File: config.mk
export PLATFORM = sky130hd
export DESIGN_NAME = word_serializer
export DESIGN_NICKNAME = d
export VERILOG_FILES = /design/src/rtl/word_serializer.sv
export SDC_FILE = /design/constraint.sdc
export NUM_CORES = 1
export LEC_CHECK = 0
export CAP_MARGIN = 40
export CORE_ASPECT_RATIO = 0.5
export CORE_MARGIN = 5
export CORE_UTILIZATION = 35
export CTS_CLUSTER_SIZE = 20
export DETAILED_ROUTE_END_ITERATION = 7
export PLACE_DENSITY_LB_ADDON = 0.15
export SETUP_SLACK_MARGIN = 0.1
export SYNTH_ARGS = -nofsm -noshare
export SYNTH_HDL_FRONTEND = slang
export SYNTH_SLANG_ARGS = --single-unit
File: constraint.sdc
create_clock -name clk -period 1.9 [get_ports clk]
set_input_delay 0.475 -clock clk [delete_from_list [all_inputs] [get_ports clk]]
set_output_delay 0.475 -clock clk [all_outputs]
set_load 0.01 [all_outputs]
File: src/rtl/word_serializer.sv
// word_serializer: takes an IN_W-bit word over a valid/ready handshake and
// emits it as 1..N symbols of OUT_W bits, one per cycle, in LSB-first or
// MSB-first order. A new word can be accepted in the same cycle that the last
// symbol of the previous word is consumed, so consecutive words stream
// without a bubble.
module word_serializer #(
  parameter int IN_W  = 32,
  parameter int OUT_W = 8,
  localparam int N     = IN_W / OUT_W,
  localparam int LEN_W = $clog2(N) + 1
) (
  input  logic             clk,
  input  logic             reset,
  input  logic             in_valid,
  output logic             in_ready,
  input  logic [IN_W-1:0]  in_data,
  input  logic [LEN_W-1:0] in_len,
  input  logic             in_msb_first,
  output logic             out_valid,
  input  logic             out_ready,
  output logic [OUT_W-1:0] out_data,
  output logic             out_last,
  output logic             busy
);

  localparam int CNT_W = (N > 1) ? $clog2(N) : 1;

  localparam logic [0:0] IDLE = 1'b0;
  localparam logic [0:0] SEND = 1'b1;

  logic [0:0]       state_q, state_d;
  logic [IN_W-1:0]  hold_q,  hold_d;
  logic [LEN_W-1:0] len_q,   len_d;
  logic             order_q, order_d;
  logic [CNT_W-1:0] cnt_q,   cnt_d;

  logic [LEN_W-1:0] eff_len;
  logic [CNT_W-1:0] idx;
  logic             last_sym;
  logic             accept;
  logic             xfer;

  assign out_valid = (state_q == SEND);
  assign busy      = out_valid;
  assign last_sym  = (LEN_W'(cnt_q) == (len_q - LEN_W'(1)));
  assign out_last  = out_valid && last_sym;
  assign in_ready  = !out_valid || (out_ready && last_sym);
  assign accept    = in_valid && in_ready;
  assign xfer      = out_valid && out_ready;

  // Map a requested length of 0 or anything above N to a full word.
  always_comb begin
    eff_len = in_len;
    if (in_len == '0 || in_len > LEN_W'(N)) begin
      eff_len = LEN_W'(N);
    end
  end

  // Select the symbol position from the counter and the latched order.
  always_comb begin
    idx = cnt_q;
    if (order_q) begin
      idx = CNT_W'(N - 1) - cnt_q;
    end
  end

  // Present the selected symbol; forced to zero while nothing is held.
  always_comb begin
    out_data = '0;
    if (out_valid) begin
      out_data = hold_q[int'(idx)*OUT_W +: OUT_W];
    end
  end

  // Next-state logic: an accept (which, while sending, can only coincide with
  // the final transfer) reloads everything; otherwise a transfer advances.
  always_comb begin
    state_d = state_q;
    hold_d  = hold_q;
    len_d   = len_q;
    order_d = order_q;
    cnt_d   = cnt_q;
    if (accept) begin
      state_d = SEND;
      hold_d  = in_data;
      len_d   = eff_len;
      order_d = in_msb_first;
      cnt_d   = '0;
    end else if (xfer) begin
      if (last_sym) begin
        state_d = IDLE;
        cnt_d   = '0;
      end else begin
        cnt_d   = cnt_q + CNT_W'(1);
      end
    end
  end

  // State registers with asynchronous active-high reset.
  always_ff @(posedge clk or posedge reset) begin
    if (reset) begin
      state_q <= IDLE;
      hold_q  <= '0;
      len_q   <= '0;
      order_q <= 1'b0;
      cnt_q   <= '0;
    end else begin
      state_q <= state_d;
      hold_q  <= hold_d;
      len_q   <= len_d;
      order_q <= order_d;
      cnt_q   <= cnt_d;
    end
  end

endmodule

# [Word level (Yosys, flattened, before mapping)]
# Index checks and enable logic that the tools add are counted.
[classes] n_addsub=3 magnitude_cmp=1 n_eq_ne=1 n_shift=1 muxes=9 n_reduce_logical=11
[ops] operator="$shiftx 32x6->8" n=1
[ops] operator="$mux 2" n=4
[ops] operator="$mux 8" n=1
[ops] operator="$logic_and 1x1->1" n=4
[ops] operator="$reduce_bool 2->1" n=2
[ops] operator="$eq 2x3->1" n=1
[ops] operator="$gt 3x3->1 const B" n=1
[ops] operator="$logic_not 3->1" n=1
[ops] operator="$mux 1" n=3
[ops] operator="$mux 3" n=1
[ops] operator="$sub 3x1->3 const B" n=1
[ops] operator="$add 2x1->2 const B" n=1
[ops] operator="$logic_or 1x1->1" n=2
[ops] operator="$reduce_and 2->1" n=1
[ops] operator="$sub 2x2->2 const A" n=1
[ops] operator="$logic_not 1->1" n=1
[totals] regBits=39 inputBits=40 out_inout_bits=12 elab_cells=31

# [Logic depth before layout (Yosys ltp)]
# Gate-level depths: netlist of the first run.
[logic_depth] depth_word=7 depth_mapped=7 depth_no_buf=5

# [Worst setup path before layout of the first run]
# OpenSTA, ideal clock, no wires.
[synth_timing] path_type="register to register" from="register len_q[0]" to="register hold_q[10]" setup_ns=0.125 arrival_time_ns=1.700 t_required_ns=1.775 setup_slack_ns=0.075 stages_incl_launch_ff=8 n_path_buf=2 synth_period_minus_slack_ns=1.825 path_cell_list="dfrtp_1 > inv_1 > ha_1 > xor2_1 > a41o_1 > buf_6 > buf_12 > mux2_4"
[synth_via] elab_chain_cells=5
[synth_rtl] item="start: declaration" line_no="33" source="logic [LEN_W-1:0] len_q, len_d;"
[synth_rtl] item="start signal: assignment" line_no="110" source="len_q <= len_d;"
[synth_rtl] item="$sub 3x1->3" line_no="45" source="assign last_sym = (LEN_W'(cnt_q) == (len_q - LEN_W'(1)));"
[synth_rtl] item="$eq 2x3->1" line_no="45"
[synth_rtl] item="$logic_and 1x1->1" line_no="47" source="assign in_ready = !out_valid || (out_ready && last_sym);"
[synth_rtl] item="$logic_or 1x1->1" line_no="47"
[synth_rtl] item="$logic_and 1x1->1" line_no="48" source="assign accept = in_valid && in_ready;"
[synth_rtl] item="end signal: assignment" line_no="109" source="hold_q <= hold_d;"
[synth_rtl] item="end: declaration" line_no="32" source="logic [IN_W-1:0] hold_q, hold_d;"
# No other way between the ends.
# A chain may end at the register's enable or synchronous reset.

# [Worst setup path after layout of the first run]
[layout_timing] from="register order_q" to="output port out_data[0]"
[layout_via] elab_chain_cells=3
[layout_rtl] item="start: declaration" line_no="34" source="logic order_q, order_d;"
[layout_rtl] item="start signal: assignment" line_no="111" source="order_q <= order_d;"
[layout_rtl] item="$mux 2" line_no="62" source="if (order_q) begin"
[layout_rtl] item="$shiftx 32x6->8" line_no="71" source="out_data = hold_q[int'(idx)*OUT_W +: OUT_W];"
[layout_rtl] item="$mux 8" line_no="70" source="if (out_valid) begin"
[layout_rtl] item="end: declaration" line_no="21" source="output logic [OUT_W-1:0] out_data,"
# No other way between the ends.

==> results of run 1 <==
-- synth_stat cells --
cell and count:
or2_2 1, o21ai_0 8, a22oi_1 8, and2_0 1
a32o_1 1, mux2i_1 11, nor3_1 1, xor2_1 2
mux2_4 27, a21o_1 1, nor3b_1 8, buf_6 2
buf_12 3, a41o_1 1, o221ai_1 8, ha_1 2
nand2b_1 1, inv_1 6, nor2b_1 2, nor2_1 3
xor2_2 1, mux2_2 6, xnor2_1 1, nand2_1 4
buf_1 1, clkbuf_1 3, a21oi_1 2, xnor2_2 1
a22o_1 1, dfrtp_1 39, and2_1 1, nand4_1 1
buf_2 2, buf_4 1, and3_1 9, nand3_1 1
-- final timing paths --
check / startpoint / end / slack (ns) / cells after the start
max: order_q$_DFFE_PP0P_ / out_data[0] / -0.22 / 5
min: hold_q[31]$_DFFE_PP0P_ / hold_q[31]$_DFFE_PP0P_ / 0.53 / 1
max reg2reg: len_q[0]$_DFFE_PP0P_ / hold_q[1]$_DFFE_PP0P_ / -0.11 / 9
min reg2reg: hold_q[31]$_DFFE_PP0P_ / hold_q[31]$_DFFE_PP0P_ / 0.53 / 1
max in group asynchronous: reset / cnt_q[0]$_DFFE_PP0P_ / 1.14 / 3
min in group asynchronous: reset / hold_q[17]$_DFFE_PP0P_ / 0.55 / 3
-- power by group through the flow --
stage	clock, mW	sequential, mW	combinational (mW)
finish	0.868	1.69	4.26
global route	0.927	1.75	4.56
CTS	0.881	1.66	4.13
detailed placement	0	1.61	3.56
global placement	0	1.62	3.48
floorplan	0	1.47	2.27
-- layout make-up --
class                   count  area [µm²]  area share (%)
well taps                  88       110.1           3.233
inverters                   6       22.52          0.6613
flip-flops and latches     39       978.4           28.73
multi-input cells         114        1261           37.03
clock buffers               8       156.4           4.592
repair buffers             88       877.1           25.75
-- cells by family (layout without fill, tap and decap cells) --
| family | count (synthesis) | count (layout) | synth area share [%] |
|---|---|---|---|
| muxes | 44 | 44 | 26.58 |
| DFF | 39 | 39 | 44.50 |
| and+or+nand+nor | 33 | 33 | 8.956 |
| AOI/OAI and AO/OA | 30 | 30 | 9.869 |
| buffers and inverters | 18 | 102 | 6.275 |
| xor gates and xnor gates | 5 | 5 | 2.682 |
| adders and majority gates | 2 | 2 | 1.141 |
-- metal layers --
metal / global-route usage, % / share of wire, % / up-vias
met5: 0 / 0 / -
met4: 3.771 / 0.89 / 0
met3: 4.017 / 4.2 / 5
met2: 21.09 / 44 / 31
met1: 20.65 / 51 / 792
li1: - / - / 794
-- through the flow --
stage | power (mW) | instances | TNS [ns] | worst slack, ns
4_1_cts | 6.676 | 342 | -1.831 | -0.2284
3_5_place_dp | 5.169 | 323 | -11.10 | -0.3534
3_3_place_gp | 5.104 | 323 | -10.82 | -0.3229
5_1_grt | 7.231 | 343 | -6.553 | -0.2854
6_report | 6.825 | 343 | -4.131 | -0.2211
2_1_floorplan | 3.745 | 171 | 0 | 0.07839
-- sequential cells by signal, indices dropped and copies added (netlist names) --
register	count
busy	1
cnt_q	2
hold_q	32
len_q	3
order_q	1
-- critical path, stage by stage, from the launching register on --
cell and delay [ns]:
dfrtp_2 0.47, xnor2_4 0.17, buf_12 0.18, mux2i_4 0.24, o221ai_1 0.14, buf_2 0.16
-- repair_timing --
action / CTS / global route
resized for setup: 76 / 9
pin swaps: 9 / 3
gates cloned: 2 / 0
setup endpoints to repair: 44 / 46
buffers inserted: 9 / 2
==> reports/results.ini, run 1 <==
[status]
outcome = finished with violations
violations = negative setup slack

[timing]
fin_ws_ns = -0.2211
tightest_slew_ns = 0.3441
rsz0062_at_grt = true
setup_viol = 37
max_freq_mhz = 471.5
holdWs_ns = 0.5348
hold_violations = 0
finClkSkew_ns = 0.003428
slew_headroom_pct = 77.00
slew_violations = 0
finalCritPeriodShare_pct = 111.6
fin_crit_ns = 2.121

[placed_design]
place_congestion = 0.8100
dpl_cell_area_mm2 = 0.002949
dp_hpwl_mm = 3.743
port_buffers = 51

[worst_setup_path]
cp.required_ns = 1.42
arrival_ns = 1.65
start_kind = flip-flop
critPathKind = flip-flop to output port
cp-end-kind = output port
cp_max_fo = 8

[final_layout]
fin_nets = 296
syn_to_final_growth_pct = 55.28
final_layout_size_suffix_gt1_share_pct = 43.14
final_util_pct = 56.01
postLayoutCellArea_mm2 = 0.003406
fillers = 513
antenna_cells = 0
mostFrequentLayoutCells = clkdlybuf4s50_1 (38), dfrtp_1 (37), mux2_4 (33)
layout_commonest_cell = clkdlybuf4s50_1

[grt]
antenna_found_initial = 0
grt.overflow.total = 0
grt_usage_pct = 14.34
grt_pass1_wl_mm = 8.749
grt_max_degree = 40
grt_pass1_vias = 1701

[clock_network]
htreeDepth = 2
cts_tree = built
cts_buffer_depth = 2
insertion_delay_ns = 0.28
clk_pin_slew_ns = 0.06
clock-sinks = 39
cts_hold_buf = 0
numCtsBuffers = 5
root_buffer = clkbuf_16

[drt]
vias = 1622
wl_mm = 5.518
vias_per_cell = 4.729
drt_iter0_markers = 93
wl_per_cell_um = 16.09
drc = 0
firstDrtPassIters = 4
ant_nets = 0

[synthesis]
yosysTopAreaCellShare_pct = 44.50
postSynthCellCount = 171
synth_nets = 213
ys_types = 36
ys_seq_area_share_pct = 44.50
ys_warn_count = 0
synth_top_area_cell = dfrtp_1
syn_area_mm2 = 0.002193
synth_seq_cells = 39
synth.avg_cell_area_um2 = 12.83
synth_area_leaders = dfrtp_1 (44%), mux2_4 (18%), mux2i_1 (5.0%)

[run]
cap_violations = 0

[power_and_ir_drop]
vdd_ir_drop_max_mv = 0.7856
p_switching_mw = 2.427
internal-power_mw = 4.398
switching_share_pct = 35.55
p_leak_nw = 1.493
powerDensity_mw_per_mm2 = 2004
p_clk_share_pct = 12.7
seqPwrFrac_pct = 24.8
p_comb_share_pct = 62.5

[floorplan]
die_h_um = 65.98
ios = 52
fp.dieArea_mm2 = 0.008046
std_cell_rows = 20
coreArea_mm2 = 0.006081
initial_core_util_pct = 36.07
die_w_um = 122.0

[hold_path]
hold_path.class = flip-flop to flip-flop

No activity file was read; power rests on OpenSTA's default activity.
==> inputs of run 2 (changes only) <==
- CAP_MARGIN: 40 -> 0
==> results of run 2 <==
Same layout as run 1: the final DEF is identical, and so are final timing and power.
